<file path="config.mk">
export PLATFORM = sky130hd
export DESIGN_NAME = modbus_tx_frame_seq_flat
export DESIGN_NICKNAME = d
export VERILOG_FILES = /design/src/rtl/modbus_pkg.sv /design/src/rtl/modbus_tx_frame_seq_if.sv /design/src/rtl/crc16_modbus.sv /design/src/rtl/modbus_tx_frame_seq.sv /design/src/flat_wrapper.sv
export SDC_FILE = /design/constraint.sdc
export NUM_CORES = 2
export LEC_CHECK = 0
export ABC_AREA = 1
export BUFFER_PORTS_ARGS = -buffer_cell sky130_fd_sc_hd__buf_2
export CAP_MARGIN = 15
export CORE_MARGIN = 1.5
export CORE_UTILIZATION = 40
export CTS_BUF_LIST = sky130_fd_sc_hd__clkbuf_8
export CTS_CLUSTER_DIAMETER = 200
export DETAILED_ROUTE_END_ITERATION = 8
export SYNTH_ARGS = -nofsm -noshare
export SYNTH_HDL_FRONTEND = slang
export SYNTH_SLANG_ARGS = --single-unit
export TNS_END_PERCENT = 5
</file>
<file path="constraint.sdc">
create_clock -name clk_in -period 2.5 [get_ports clk_in]
set_input_delay 0.125 -clock clk_in [delete_from_list [all_inputs] [get_ports clk_in]]
set_output_delay 0.125 -clock clk_in [all_outputs]
set_load 0.02 [all_outputs]
</file>
<file path="src/rtl/modbus_pkg.sv">
// Shared Modbus RTU definitions: line-silence timing helpers, CRC-16/Modbus constants
// and the one-hot frame sequencer state encoding.
package modbus_pkg;

  localparam logic [15:0] CRC16_POLY = 16'hA001;
  localparam logic [15:0] CRC16_INIT = 16'hFFFF;

  // Above 19200 baud Modbus fixes T3.5 at 1.75 ms; below it is 3.5 chars of 11 bits.
  function automatic int t35_cycles(input longint clk_freq, input longint baud);
    longint c;
    if (baud > 64'sd19200) c = clk_freq * 1750 / 1000000;
    else c = clk_freq * 77 / (2 * baud);
    return int'(c);
  endfunction

  function automatic int t15_cycles(input longint clk_freq, input longint baud);
    longint c;
    if (baud > 64'sd19200) c = clk_freq * 750 / 1000000;
    else c = clk_freq * 33 / (2 * baud);
    return int'(c);
  endfunction

  typedef enum logic [7:0] {
    ST_IDLE      = 8'b0000_0001,
    ST_WAIT_T35  = 8'b0000_0010,
    ST_RD        = 8'b0000_0100,
    ST_SEND      = 8'b0000_1000,
    ST_WAIT_DONE = 8'b0001_0000,
    ST_CRC_LO    = 8'b0010_0000,
    ST_CRC_HI    = 8'b0100_0000,
    ST_DONE      = 8'b1000_0000
  } fsm_state_t;

  typedef enum logic [1:0] {
    PH_DATA   = 2'd0,
    PH_CRC_LO = 2'd1,
    PH_CRC_HI = 2'd2
  } tx_phase_t;

endpackage

</file>
<file path="src/rtl/modbus_tx_frame_seq_if.sv">
// Byte link between the frame sequencer (master) and uart_byte_tx (slave).
interface modbus_tx_frame_seq_if;
  // tx_start: one-cycle pulse, only while tx_state=0; tx_data is valid in that cycle.
  // tx_state stays high while the byte is on the wire; tx_done pulses once when it ends.
  logic [7:0] tx_data;
  logic       tx_start;
  logic       tx_done;
  logic       tx_state;

  modport master (output tx_data, output tx_start, input tx_done, input tx_state);
  modport slave  (input tx_data, input tx_start, output tx_done, output tx_state);
endinterface

</file>
<file path="src/rtl/crc16_modbus.sv">
// Bit-serial CRC-16/Modbus: loads one byte, then shifts it out over 8 cycles.
module crc16_modbus
  import modbus_pkg::*;
(
  input  logic        clk_in,
  input  logic        rst_in,
  input  logic        init,
  input  logic        byte_valid,
  input  logic [7:0]  byte_in,
  output logic [15:0] crc_out,
  output logic        crc_ready
);

  logic [15:0] crc_q;
  logic [3:0]  bits_left;

  // A byte offered while shifting is dropped; the sequencer never does that.
  always_ff @(posedge clk_in) begin
    if (rst_in || init) begin
      crc_q     <= CRC16_INIT;
      bits_left <= 4'd0;
    end else if (bits_left != 4'd0) begin
      crc_q     <= crc_q[0] ? ((crc_q >> 1) ^ CRC16_POLY) : (crc_q >> 1);
      bits_left <= bits_left - 4'd1;
    end else if (byte_valid) begin
      crc_q     <= crc_q ^ {8'h00, byte_in};
      bits_left <= 4'd8;
    end
  end

  assign crc_out   = crc_q;
  assign crc_ready = (bits_left == 4'd0);

endmodule

</file>
<file path="src/rtl/modbus_tx_frame_seq.sv">
// Sends one buffered Modbus RTU response frame plus CRC after T3.5 of line silence.
module modbus_tx_frame_seq
  import modbus_pkg::*;
#(
  parameter int CLK_FREQ   = 50000000,
  parameter int BAUD_RATE  = 115200,
  parameter int ADDR_W     = 8,
  parameter int T35_CYCLES = t35_cycles(longint'(CLK_FREQ), longint'(BAUD_RATE))
) (
  input  logic                  clk_in,
  input  logic                  rst_in,
  input  logic                  buf_we,
  input  logic [ADDR_W-1:0]     buf_waddr,
  input  logic [7:0]            buf_wdata,
  input  logic [ADDR_W-1:0]     frame_len,
  input  logic                  frame_start,
  modbus_tx_frame_seq_if.master tx,
  input  logic                  rx_state,
  output logic                  busy,
  output logic                  frame_done,
  output logic                  err_len,
  output fsm_state_t            state_dbg
);

  localparam int BUF_DEPTH = 2 ** ADDR_W;
  localparam int CNT_W     = $clog2(T35_CYCLES + 1);
  localparam logic [CNT_W-1:0] T35_MAX = CNT_W'(T35_CYCLES);

  fsm_state_t        state, state_nxt;
  tx_phase_t         phase, phase_nxt;
  logic [ADDR_W-1:0] idx, idx_nxt, len, len_nxt;
  logic [7:0]        tx_data_q, tx_byte, rd_data;
  logic [7:0]        mem [BUF_DEPTH];
  logic [CNT_W-1:0]  sil_cnt;
  logic              silent, tx_go, err_nxt, crc_init, crc_valid, crc_ready;
  logic [15:0]       crc;

  always_ff @(posedge clk_in) begin
    if (buf_we && !busy) mem[buf_waddr] <= buf_wdata;
    rd_data <= mem[idx];
  end

  // Any line or transmitter activity restarts the silence measurement.
  always_ff @(posedge clk_in) begin
    if (rst_in || rx_state || tx.tx_state || tx.tx_done) sil_cnt <= '0;
    else if (sil_cnt != T35_MAX) sil_cnt <= sil_cnt + CNT_W'(1);
  end
  assign silent = (sil_cnt == T35_MAX);

  crc16_modbus u_crc (
    .clk_in     (clk_in),
    .rst_in     (rst_in),
    .init       (crc_init),
    .byte_valid (crc_valid),
    .byte_in    (rd_data),
    .crc_out    (crc),
    .crc_ready  (crc_ready)
  );

  always_ff @(posedge clk_in) begin
    if (rst_in) begin
      state     <= ST_IDLE;
      phase     <= PH_DATA;
      idx       <= '0;
      len       <= '0;
      tx_data_q <= 8'h00;
      err_len   <= 1'b0;
    end else begin
      state     <= state_nxt;
      phase     <= phase_nxt;
      idx       <= idx_nxt;
      len       <= len_nxt;
      tx_data_q <= tx_byte;
      err_len   <= err_nxt;
    end
  end

  always_comb begin
    state_nxt = state;
    phase_nxt = phase;
    idx_nxt   = idx;
    len_nxt   = len;
    tx_byte   = tx_data_q;
    tx_go     = 1'b0;
    err_nxt   = 1'b0;
    crc_init  = 1'b0;
    crc_valid = 1'b0;
    case (state)
      ST_IDLE: begin
        if (frame_start) begin
          if (frame_len != '0) begin
            len_nxt   = frame_len;
            idx_nxt   = '0;
            phase_nxt = PH_DATA;
            crc_init  = 1'b1;
            state_nxt = ST_WAIT_T35;
          end else begin
            err_nxt = 1'b1;
          end
        end
      end
      ST_WAIT_T35: if (silent && !tx.tx_state) state_nxt = ST_RD;
      ST_RD:       state_nxt = ST_SEND;
      ST_SEND: begin
        tx_go     = 1'b1;
        tx_byte   = rd_data;
        crc_valid = 1'b1;
        state_nxt = ST_WAIT_DONE;
      end
      ST_WAIT_DONE: begin
        if (tx.tx_done) begin
          case (phase)
            PH_DATA: begin
              idx_nxt   = idx + ADDR_W'(1);
              state_nxt = (idx < len - ADDR_W'(1)) ? ST_RD : ST_CRC_LO;
            end
            PH_CRC_LO: state_nxt = ST_CRC_HI;
            default:   state_nxt = ST_DONE;
          endcase
        end
      end
      // The CRC finishes 8 cycles after the last byte, long before its tx_done.
      ST_CRC_LO: begin
        if (crc_ready) begin
          tx_go     = 1'b1;
          tx_byte   = crc[7:0];
          phase_nxt = PH_CRC_LO;
          state_nxt = ST_WAIT_DONE;
        end
      end
      ST_CRC_HI: begin
        tx_go     = 1'b1;
        tx_byte   = crc[15:8];
        phase_nxt = PH_CRC_HI;
        state_nxt = ST_WAIT_DONE;
      end
      ST_DONE: state_nxt = ST_IDLE;
      default: state_nxt = ST_IDLE;
    endcase
  end

  assign tx.tx_start = tx_go;
  assign tx.tx_data  = tx_byte;
  assign busy        = (state != ST_IDLE) && (state != ST_DONE);
  assign frame_done  = (state == ST_DONE);
  assign state_dbg   = state;

endmodule

</file>
<file path="src/flat_wrapper.sv">
// flat-port wrapper written by rule: the top's interface ports become plain ports
module modbus_tx_frame_seq_flat import modbus_pkg::*;
#(
  parameter int CLK_FREQ   = 50000000,
  parameter int BAUD_RATE  = 115200,
  parameter int ADDR_W     = 8,
  parameter int T35_CYCLES = t35_cycles(longint'(CLK_FREQ), longint'(BAUD_RATE))
)
  (clk_in, rst_in, buf_we, buf_waddr, buf_wdata, frame_len, frame_start, rx_state, busy, frame_done, err_len, state_dbg, tx_tx_data, tx_tx_start, tx_tx_done, tx_tx_state);
  modbus_tx_frame_seq_if tx_i ();
  input  logic clk_in;
  input  logic rst_in;
  input  logic buf_we;
  input  logic [ADDR_W-1:0] buf_waddr;
  input  logic [7:0] buf_wdata;
  input  logic [ADDR_W-1:0] frame_len;
  input  logic frame_start;
  input  logic rx_state;
  output logic busy;
  output logic frame_done;
  output logic err_len;
  output fsm_state_t state_dbg;
  output wire logic [$bits(tx_i.tx_data)-1:0] tx_tx_data;
  output wire logic [$bits(tx_i.tx_start)-1:0] tx_tx_start;
  input wire logic [$bits(tx_i.tx_done)-1:0] tx_tx_done;
  input wire logic [$bits(tx_i.tx_state)-1:0] tx_tx_state;
  assign tx_tx_data = tx_i.tx_data;
  assign tx_tx_start = tx_i.tx_start;
  assign tx_i.tx_done = tx_tx_done;
  assign tx_i.tx_state = tx_tx_state;
  modbus_tx_frame_seq #(.CLK_FREQ(CLK_FREQ), .BAUD_RATE(BAUD_RATE), .ADDR_W(ADDR_W), .T35_CYCLES(T35_CYCLES)) u_core (.clk_in(clk_in), .rst_in(rst_in), .buf_we(buf_we), .buf_waddr(buf_waddr), .buf_wdata(buf_wdata), .frame_len(frame_len), .frame_start(frame_start), .tx(tx_i), .rx_state(rx_state), .busy(busy), .frame_done(frame_done), .err_len(err_len), .state_dbg(state_dbg));
endmodule
</file>
==> results.cfg <==
[status]
outcome = finished with violations
failed_checks = setup timing

[synth]
yosysTopAreaCellShare_pct = 68.1
synth_top_area_cell = edfxtp_1
async_flop_share_pct = 0
synth_most_common_cell = nand2_1
synth_ff_type = edfxtp_1
ys_ff_latch = 2128
syn_avg_cell_area_um2 = 10.7
seq_area_frac_synth_pct = 69.9
ys_types = 42
syn-num-nets = 8454
synth_edf_count = 2048
synthCells = 8412
netlist_area_um2 = 90300
synth_commonest_cells = 2109 x nand2_1, 2048 x edfxtp_1, 1146 x nor2_1
synth_area_leaders = edfxtp_1 68%, nand2_1 8.8%, nor2_1 4.8%, nand3_1 4.0%, o21ai_0 3.0%
ys_warn_count = 0

[timing]
skew_ps = 78.1
post-route-period-util_pct = 105
finalWorstSetupSlack_ps = -129
hold_viol = 0
period_needed_ps = 2630
rsz0062_at_grt = true
tightestPinTransition_ps = 1450
setup_violations = 1172
tns_ps = -61780
timing.fmax_mhz = 380
holdWs_ps = 107
slew_headroom_pct = 2.95
maxSlewViolCount = 0

[power_and_ir_drop]
power_leakage_nw = 42.4
power.total_mw = 69.4
pwr-share-seq_pct = 56.6
p_switching_mw = 15.6
comb_power_share_pct = 3.0
vdd_drop_max_mv = 0.608
clkPwrFrac_pct = 40.4
intPower_mw = 53.9
switching_share_pct = 22.4
p_per_area_nw_per_um2 = 640

[drt]
wl_per_cell_um = 22.1
drc_errors = 0
vias_per_cell = 5.24
vias = 65371
drtIter0Drc = 8035
drtAntennaViolNets = 0
finalWirelength_mm = 276
firstDrtPassIters = 8

[grt]
overflow = 0
grt_usage_pct = 23.1
grt_use_met2_pct = 36.8
grt_pass1_wl_mm = 400
grt_max_degree = 76
use_met1_pct = 31.8
grt_pass1_vias = 62941
grtUsageMet3_pct = 4.02
grt.busiest_layer = met2
antenna_found_initial = 16

[setup_path]
cp_slowest_stage_delay_ps = 360
startpoint = u_core.state_dbg[0]$_SDFFE_PP1P_
endpoint_kind = register
r2r-start = u_core.state_dbg[0]$_SDFFE_PP1P_
r2r_end = u_core.mem[160][1]$_DFFE_PP_
rrSetupSlack_ps = -130
crit_chain = nor2_4, nand2_2, buf_4, buf_4, nor4_4, or2_1, nand2_4, nor2_4, nand2_4, inv_6, nand2_8, clkbuf_16, nor2_4, buf_12
cp_max_fo = 8
arrival_ps = 3350
critical_path_class = register to register
critPathSlowestCell = dfxtp_4
path_buf_inv = 5
cp_common_cell = nor2_4
reg2regPathDepth = 14
cp-start-kind = register
path_depth = 14
crit_family = simple AND/OR/NAND/NOR gates
worst_ep_required_time_ps = 3220
crit_end = u_core.mem[160][1]$_DFFE_PP_

[floorplan]
fp.coreArea_um2 = 224000
io_pins = 51
initial_utilization_pct = 40.2
die_area_um2 = 229000
num_rows = 174
dieWidth_um = 478
die_y_um = 478

[final_layout]
fin_cells = 12471
fin_util_pct = 48.4
drive_gt1_share_pct = 16.6
final_nets = 9257
area_growth_pct = 20.3
n_fill_cell = 19991

[clock_tree]
cts.htree.levels = 5
cts_tree = built
clk_path_buf_depth = 4
root_buffer = clkbuf_8
clkTransAtPathRegs_ps = 60
clkSinkCount = 2128
numCtsBuffers = 363
worstSkewPairLatency_ps = 1090

[placement]
post-place-cells = 11704
gp_congestion = 0.914
hpwl_mm = 166
port_buffers = 50

[run]
drv_cap = 0

[hold_path]
hold_class = primary input to register
-- sequential cells by signal (all words and copies together), names as in the netlist --
register,cells
u_core.err_len,1
u_core.u_crc.crc_out,16
u_core.len,8
u_core.idx,8
u_core.state_dbg,8
u_core.tx_data_q,8
u_core.mem,2048
u_core.phase,2
u_core.rd_data,8
u_core.sil_cnt,17
u_core.u_crc.bits_left,4
-- cell type report --
type	instances	area [um^2]	area share [%]
clock buffers	373	5130	4.73
inverters	725	2770	2.55
clock inverters	248	1110	1.03
repair buffers	925	9750	8.98
multi-input cells	5071	22900	21.1
diodes	8	20.0	0.0184
flip-flops and latches	2128	63100	58.1
well taps	2992	3740	3.45
repair inverters	1	11.3	0.0104
-- layer usage --
layer  routed length, um  part of all wire, %  vias to the layer above
met5                  36                0.013                        -
met1              114000                   41                    31772
met3               25100                  9.1                      551
met4                9620                  3.5                        6
met2              127000                   46                     3031
li1                    -                    -                    30011
-- power by group through the flow --
stage	Sequential, mW	Clock (mW)	Combinational [mW]
after detailed placement	40.0	0	1.93
after CTS	39.3	28.5	2.04
after floorplan	40.0	0	0.637
after global routing	39.3	30.0	2.23
final	39.3	28.0	2.10
after global placement	40.0	0	1.88
-- stage by stage --
stage               instance area [um^2]  worst slack (ps)
finish                            109000              -129
CTS                               106000              -203
detailed placement                 99200              -291
global placement                   99200              -321
floorplan                          90300              -240
global route                      109000              -242
-- worst min path at each step --
| stage | cells past startpoint | end | from | slack, ps |
|---|---|---|---|---|
| CTS | 2 | u_core.mem[196][7]$_DFFE_PP_ | buf_wdata[7] | 0.8 |
| floorplan | 0 | u_core.mem[0][0]$_DFFE_PP_ | buf_wdata[0] | 220 |
| global placement | 3 | u_core.len[3]$_SDFFE_PP0P_ | frame_len[3] | 370 |
| finish | 2 | u_core.mem[3][4]$_DFFE_PP_ | buf_wdata[4] | 110 |
| detailed placement | 3 | u_core.len[6]$_SDFFE_PP0P_ | frame_len[6] | 380 |
| global route | 2 | u_core.mem[13][4]$_DFFE_PP_ | buf_wdata[4] | 50 |
-- repair_timing --
| action | 4_1_cts | 5_1_grt |
|---|---|---|
| gates cloned | 2 | 22 |
| buffers inserted | 5 | 51 |
| endpoints found under the setup margin | 20 | 1425 |
| hold buffers | 60 | 0 |
| hold endpoints to repair | 2533 | 0 |
| pin swaps | 6 | 34 |
| gates resized for setup | 66 | 318 |
-- cell usage in the layout, fill, tap and decap left out, types with 60 or more instances in the layout --
cell type	n
a21oi_1	125
buf_12	137
buf_4	586
clkbuf_8	373
clkinv_1	86
dfxtp_1	72
dlygate4sd3_1	60
edfxtp_1	2048
inv_1	820
nand2_1	2038
nand2_2	70
nand3_1	691
nor2_1	1087
nor3_1	128
o211ai_1	105
o21ai_0	521
-- cells by family (layout without fill, tap and decap cells) --
logic type	after synthesis	in the layout	synth area share (%)
XOR/XNOR	15	15	0.146
AND/OR/NAND/NOR	4208	4209	19.0
AO/OA/AOI/OAI	836	836	4.99
other	0	8	0
flip-flops	2128	2128	69.9
buffers and inverters	1214	2272	5.83
adder cells (fa/ha/maj)	11	11	0.152
(Power assumes the default switching activity.)
